**config.mk**
```make
export PLATFORM = sky130hd
export DESIGN_NAME = serial_tx
export DESIGN_NICKNAME = d
export VERILOG_FILES = /design/src/rtl/serial_pkg.sv /design/src/rtl/baud_counter.sv /design/src/rtl/serial_tx.sv
export SDC_FILE = /design/constraint.sdc
export NUM_CORES = 1
export LEC_CHECK = 0
export CAP_MARGIN = 20
export CORE_ASPECT_RATIO = 1.1
export CORE_MARGIN = 2
export CORE_UTILIZATION = 55
export DETAILED_ROUTE_END_ITERATION = 16
export HOLD_SLACK_MARGIN = 0.12
export PLACE_DENSITY_LB_ADDON = 0.2
export SETUP_SLACK_MARGIN = 0.1
export SLEW_MARGIN = 20
export SYNTH_ARGS = -nofsm -noshare
export SYNTH_HDL_FRONTEND = slang
export SYNTH_SLANG_ARGS = --single-unit
```
**constraint.sdc**
```tcl
create_clock -name clk_in -period 2.4 [get_ports clk_in]
set_input_delay 0.36 -clock clk_in [delete_from_list [all_inputs] [get_ports clk_in]]
set_output_delay 0.36 -clock clk_in [all_outputs]
set_load 0.05 [all_outputs]
```
**src/rtl/serial_pkg.sv**
```systemverilog
// serial_pkg: shared UART types and constants for serial_tx and serial_rx
package serial_pkg;
  localparam int DEFAULT_CLKS_PER_BIT = 868;
  localparam int DATA_BITS = 8;
  typedef enum logic [2:0] {IDLE, START, DATA, PARITY, STOP} tx_state_t;
endpackage

```
**src/rtl/baud_counter.sv**
```systemverilog
// baud_counter: free-running 0..CLKS_PER_BIT-1 counter; tick_out marks the last clock of each bit period; clear_in holds it at 0
module baud_counter #(
  parameter int CLKS_PER_BIT = 868
) (
  input  logic clk_in,
  input  logic rst_in,
  input  logic clear_in,
  output logic tick_out
);
  localparam int W = $clog2(CLKS_PER_BIT);
  logic [W-1:0] r_cnt;
  assign tick_out = r_cnt == W'(CLKS_PER_BIT - 1);
  always_ff @(posedge clk_in)
    r_cnt <= (rst_in || clear_in || tick_out) ? '0 : r_cnt + W'(1);
endmodule

```
**src/rtl/serial_tx.sv**
```systemverilog
// serial_tx: 8N1 UART transmitter (clk_in/rst_in, data_in+valid_in/ready_out handshake, idle-high data_out line, busy_out); define SERIAL_TX_PARITY_EN for an even parity bit (8E1)
module serial_tx
  import serial_pkg::*;
#(
  parameter int CLKS_PER_BIT = DEFAULT_CLKS_PER_BIT
) (
  input  logic       clk_in,
  input  logic       rst_in,
  input  logic [7:0] data_in,
  input  logic       valid_in,
  output logic       ready_out,
  output logic       data_out,
  output logic       busy_out
);
  tx_state_t  r_state;
  logic [7:0] r_shift;
  logic [2:0] r_bit;
  logic       r_data_out;
  logic       r_ready;
`ifdef SERIAL_TX_PARITY_EN
  logic       r_parity;
`endif
  logic       w_tick;
  logic       w_clear;
  assign w_clear   = r_state == IDLE;
  assign ready_out = r_ready;
  assign busy_out  = ~r_ready;
  assign data_out  = r_data_out;
  baud_counter #(.CLKS_PER_BIT(CLKS_PER_BIT)) u_baud (
    .clk_in   (clk_in),
    .rst_in   (rst_in),
    .clear_in (w_clear),
    .tick_out (w_tick)
  );
  always_ff @(posedge clk_in) begin
    if (rst_in) begin
      r_state    <= IDLE;
      r_shift    <= '0;
      r_bit      <= '0;
      r_data_out <= 1'b1;
      r_ready    <= 1'b1;
`ifdef SERIAL_TX_PARITY_EN
      r_parity   <= 1'b0;
`endif
    end else begin
      case (r_state)
        IDLE: if (valid_in) begin
          r_state    <= START;
          r_shift    <= data_in;
          r_bit      <= '0;
          r_data_out <= 1'b0;
          r_ready    <= 1'b0;
`ifdef SERIAL_TX_PARITY_EN
          r_parity   <= ^data_in;
`endif
        end
        START: if (w_tick) begin
          r_state    <= DATA;
          r_data_out <= r_shift[0];
        end
        DATA: if (w_tick) begin
          if (r_bit == 3'(DATA_BITS - 1)) begin
`ifdef SERIAL_TX_PARITY_EN
            r_state    <= PARITY;
            r_data_out <= r_parity;
`else
            r_state    <= STOP;
            r_data_out <= 1'b1;
`endif
          end else begin
            // output is registered, so drive the bit that becomes shift[0] after this shift
            r_shift    <= {1'b0, r_shift[7:1]};
            r_bit      <= r_bit + 3'd1;
            r_data_out <= r_shift[1];
          end
        end
`ifdef SERIAL_TX_PARITY_EN
        PARITY: if (w_tick) begin
          r_state    <= STOP;
          r_data_out <= 1'b1;
        end
`endif
        STOP: if (w_tick) begin
          r_state <= IDLE;
          r_ready <= 1'b1;
        end
        default: r_state <= IDLE;
      endcase
    end
  end
endmodule

```
# Word level (Yosys, flattened, before mapping)
# Index checks and enable logic that the tools add are counted.
[totals]
reg_bits = 26
latch_bits = 0
mem_bits_rw = 0
rom_bits = 0
mem_count = 0
[classes]
n_addsub = 2
n_mul = 0
div = 0
order_cmp = 0
n_eq_ne = 11
n_shift = 0
muxes = 21
n_bitwise = 1
n_reduce_logical = 10
[ops]
columns = ["op", "count"]
rows = [
  ["$mux W3", 8],
  ["$mux W8", 3],
  ["$pmux W8 S2", 1],
  ["$pmux W3 S4", 1],
  ["$add A10 B1 Y10 const B", 1],
  ["$eq A10 B10 Y1 const B", 1],
  ["$reduce_and A4 Y1", 2],
  ["$eq A3 B3 Y1 const B", 2],
  ["$ne A2 B1 Y1 const B", 3],
  ["$ne A2 B2 Y1 const B", 3],
  ["$pmux W3 S2", 1],
  ["$mux W1", 5],
  ["$reduce_and A5 Y1", 1],
  ["$reduce_bool A2 Y1", 2],
  ["$add A3 B1 Y3 const B", 1],
  ["$eq A3 B1 Y1 const B", 1],
  ["$eq A3 B2 Y1 const B", 1],
  ["$logic_not A3 Y1", 1],
  ["$pmux W1 S3", 1],
  ["$reduce_and A3 Y1", 1],
  ["$reduce_bool A3 Y1", 1],
  ["$logic_or A1 B1 Y1", 2],
  ["$pmux W1 S2", 1],
  ["$not A1 Y1", 1],
]

# Logic depth before layout (Yosys ltp)
[depth]
depth_word = 4
mapped_depth = 6
depth_no_buf = 6

# Cells and area by module
# From an unflattened synthesis, not the netlist that was laid out.
[hier_totals]
cells_unflattened = 147
area_unflattened_um2 = 1331.3
[by_module_without_submodules]
columns = ["module", "instances", "cells_each", "area_each_um2"]
rows = [
  ["serial_tx", 1, 94, 877.1],
  ["baud_counter", 1, 53, 454.2],
]

# Least setup slack after synthesis
# OpenSTA, ideal clock, no wires.
[synth_path]
path_type = "register -> register"
from = "reg u_baud.r_cnt[0]"
to = "reg r_bit[0]"
arrival_time_ns = 1.817
required_time_ns = 2.279
setup_slack_ns = 0.462
stages_incl_launch_ff = 7
n_path_buf = 1
period_less_slack_ns = 1.938
path_cell_list = "dfxtp_1 > ha_1 > nand4_1 > nor4_4 > a32o_2 > buf_12 > mux2_4"
[synth_between]
elab_chain_cells = 3
[synth_lines]
columns = ["item", "line_no", "source"]
rows = [
  ["from (decl)", "baud_counter.sv:11", "logic [W-1:0] r_cnt;"],
  ["from (signal assigned)", "baud_counter.sv:14", "r_cnt <= (rst_in || clear_in || tick_out) ? '0 : r_cnt + W'(1);"],
  ["$eq A10 B10 Y1", "baud_counter.sv:12", "assign tick_out = r_cnt == W'(CLKS_PER_BIT - 1);"],
  ["$ne A2 B1 Y1 (no line)", "n/a", ""],
  ["$reduce_and A4 Y1 (no line)", "n/a", ""],
  ["to (signal assigned)", "serial_tx.sv:73", "r_bit <= r_bit + 3'd1;"],
  ["to (decl)", "serial_tx.sv:17", "logic [2:0] r_bit;"],
]
# Every way passes these cells.
# A chain may end at the register's enable or synchronous reset.

# Final worst setup path
[layout_path]
from = "reg u_baud.r_cnt[0]"
to = "reg r_shift[5]"
[layout_between]
elab_chain_cells = 3
[layout_lines]
columns = ["item", "line_no", "source"]
rows = [
  ["$eq A10 B10 Y1", "baud_counter.sv:12", ""],
  ["$ne A2 B1 Y1 (no line)", "n/a", ""],
  ["$reduce_and A4 Y1 (no line)", "n/a", ""],
  ["to (signal assigned)", "serial_tx.sv:49", "r_shift <= data_in;"],
  ["to (signal assigned)", "serial_tx.sv:72", "r_shift <= {1'b0, r_shift[7:1]};"],
  ["to (decl)", "serial_tx.sv:16", "logic [7:0] r_shift;"],
]
# Every way passes these cells.

==> results.txt <==
The flow ran to the end, and the final reports show no timing, DRC or antenna violations. Clock-pin slew was measured on the worst setup and hold paths at 0.14 ns. The setup TNS is 0 ns. The area fraction in compound gates after synthesis was 0.0627. The detailed placement HPWL is 1730 um. The post-route core utilization came out at 0.670. The first global-routing pass estimated 3930 um of wire. The first-iteration detailed-routing DRC count came out at 9. Data on the critical path is required at its endpoint by 2.64 ns. Timing would allow up to 490 MHz. The total leakage power came out at 0.572 nW. Setup violations remaining at the end of the flow were counted as 0.

The count of endpoints failing hold in the final timing report is 0. The initial utilization of the core area, before any placement, comes to 0.588. The element type at the critical path start is a register. Of the total synthesized cell area, the portion taken by full adders, half adders and majority gates is 0.0281. The post-synth net total is 157.

For this design, the CTS-stage hold fixing added 0 buffers. The worst path arrival time is 2.28 ns. The multiplexer fraction of the synthesized cell area came out at 0.162. The portion of the post-synthesis area used by sequential elements is 0.389.

The largest fanout on the critical path came out at 11. At the end of the flow, the number of nets in the layout was 172. Dividing the detail-routed wire length by the instance count gives 12.3 um. Measured along the x axis, the die boundary spans 51.0 um. The netlist area before placement is 1340 um2. In this run the tool buffered the top-level ports with 13 buffer cells. The class of the tightest hold or removal check is reg2reg. The total clock sinks is 26. The type of destination of the critical path is a register. The depth of the worst register-to-register path is 5. The worst IR drop on VDD is 0.443 mV.

The remaining number of nets flagged by the antenna check after routing came out at 0. For the pin with the worst max-slew slack, the measured transition is 0.489 ns. The source-to-sink clock delay at the later pin of the worst-skew pair came out at 0.33 ns.

The depth of the critical timing path with buffers and inverters included came out at 5. Setup repair after global routing left no endpoint under its margin. The synthesized design contains 26 register bits. The number of slew-limit violations in the final report came out at 0. The number of diodes added for antenna fixing is 0.

The number of antenna violations at the first check in global routing came out at 0. The area growth from synthesis to final layout came out at 13.9%. Counting I/O delays and the setup requirement, the final critical path takes 2.04 ns. The y dimension of the die is 55.7 um. The distinct cell type count of the synthesized netlist came out at 34. Together, buffers and inverters on the worst path number 0. In the final layout, the share of cells above drive strength 1 is 0.153. The commonest cells after synthesis are sky130_fd_sc_hd__dfxtp_1 (26), sky130_fd_sc_hd__nor2_1 (24), sky130_fd_sc_hd__mux2i_1 (10).

The hold path depth came out at 2. By area the synthesized netlist is led by sky130_fd_sc_hd__dfxtp_1 (39%), sky130_fd_sc_hd__mux2_4 (7.9%), sky130_fd_sc_hd__mux2i_1 (7.5%). Walking the worst path, the cells encountered are ha_1 -> nand4_1 -> nor4_4 -> a32o_2 -> mux2_2.

The count of mapped cells out of synthesis came out at 143. The number of enable flip-flop cells after synthesis came out at 0. The H-tree level count came out at 1.

The largest net degree at the start of global routing came out at 15. The initialized floorplan defines 18 standard-cell rows. The simple-gate share of the synthesized area came out at 0.259. The overall global routing resource usage came out at 0.176.

Of the total synthesized cell area, the portion taken by XOR and XNOR cells is 0.0524. In the post-synthesis netlist, the cell with the most instances is sky130_fd_sc_hd__dfxtp_1. The delay of the slowest cell on the worst path is 0.47 ns. The post-layout instance count excluding filler cells is 187.

The number of clock buffers inserted by TritonCTS came out at 3. The count of boundary I/O pins came out at 14. A synthesized cell averages 9.35 um2. The post-placement cell area is 1490 um2. The family with the most delay on the worst path is compound AO/OA/AOI/OAI gates. Dividing the detail-routed via count by the number of cells gives 5.41.

The placeable core region is 2270 um2. The post-route cell area is 1520 um2. The final total power is 780 uW.

The root buffer cell is sky130_fd_sc_hd__clkbuf_4. The leading register cell type out of synthesis is sky130_fd_sc_hd__dfxtp_1. The final weighted congestion in routability-driven placement is 0.776. After synthesis, the largest family of logic cells by area is simple AND/OR/NAND/NOR gates.

The critical path in this run is classified as reg2reg. The number of cells in the design after placement is 183. The floorplan step defined a die boundary enclosing 2840 um2. The power density over the cells is 512 nW/um2. The maximum clock insertion buffer count is 2. The post-CTS setup-driven buffer insertion count came out at 0. The biggest area contributor in the post-synthesis netlist is sky130_fd_sc_hd__dfxtp_1. The number of resized instances in the post-cts repair step is 0. For this run, the detailed router's first-pass iteration total came to 4. The async set-reset flop share out of synthesis came out at 0.

The number of remaining DRC errors came out at 0. Of the post-synthesis cell area, the dominant cell type holds 0.389. The CTS tree is yes. The overflow left after global routing is 0.

The setup skew after layout came out at 0.00562 ns. The relative slew slack is 0.673. The reported max-cap violation count is 0. The number of global-route vias before repair was 980. The count of yosys warnings during synthesis is 0. The total wirelength of the detailed-routed design is 2300 um. The part of the cycle the worst path needs is 0.850. The count of vias placed by the detailed router is 1012. The cell with the biggest individual delay on the critical path is sky130_fd_sc_hd__a32o_2.
[layer usage]
metal | routed length (um) | track usage | vias to the layer above
met5 | 0 | 0 | -
met2 | 1190 | 0.299 | 16
li1 | - | - | 514
met4 | 36 | 0.0965 | 0
met1 | 1000 | 0.201 | 478
met3 | 61 | 0.0376 | 4
[through the flow]
stage	hold WS (ns)	setup WS (ns)
final	0.486	0.360
after global routing	0.507	0.237
after CTS	0.491	0.355
after detailed placement	0.470	0.365
after global placement	0.455	0.434
after floorplan	0.441	0.462
[cells by family (layout without fill, tap and decap cells)]
group	Yosys count	in the layout
xor gates and xnor gates	8	8
adders and majority gates	3	3
DFF	26	26
muxes	18	18
AOI/OAI and AO/OA	11	11
buffers and inverters	11	25
and+or+nand+nor	66	66
[layout by cell type, fill, tap and decap left out, drive strengths merged, types with 3 or more instances in the layout]
cell type and count:
nand2 9, nand2b 3, buf 4, mux2 8, clkbuf 4, nor2b 9, clkdlybuf4s50 13, inv 4
dfxtp 26, mux2i 10, nor2 24, ha 3, xnor2 6, nand3 6, nor3 5
[path summary, 6_finish.rpt]
| path | slack, ns | startpoint | to |
|---|---|---|---|
| min | 0.49 | r_shift[7]$_SDFFE_PP0P_ | r_shift[7]$_SDFFE_PP0P_ |
| min reg2reg | 0.49 | r_shift[7]$_SDFFE_PP0P_ | r_shift[7]$_SDFFE_PP0P_ |
| max reg2reg | 0.36 | u_baud.r_cnt[0]$_SDFF_PP0_ | r_shift[5]$_SDFFE_PP0P_ |
| max | 0.36 | u_baud.r_cnt[0]$_SDFF_PP0_ | r_shift[5]$_SDFFE_PP0P_ |
[layout make-up]
| type | instances | area, um2 |
|---|---|---|
| clock buffers | 4 | 36.3 |
| multi-input cells | 106 | 754 |
| repair buffers | 17 | 160 |
| fillers | 193 | 751 |
| flip-flops and latches | 26 | 520 |
| well taps | 30 | 37.5 |
| inverters | 4 | 15.0 |
[flip-flops by register name (all words and copies together), names as in the netlist]
signal	count
u_baud.r_cnt	10
ready_out	1
r_shift	8
data_out	1
r_state	3
r_bit	3
[power by group]
part	switching (mW)	total, mW	internal, mW
combinational	0.0481	0.102	0.0536
sequential	0.0109	0.457	0.446
clock	0.129	0.222	0.0930
total	0.188	0.780	0.593
[tightest hold or removal path: stages, from the launching register on]
cell	delay, ns
sky130_fd_sc_hd__dfxtp_1	0.33
sky130_fd_sc_hd__nand2b_1	0.06
sky130_fd_sc_hd__o21ai_0	0.06
No activity file was read; power rests on OpenSTA's default activity.
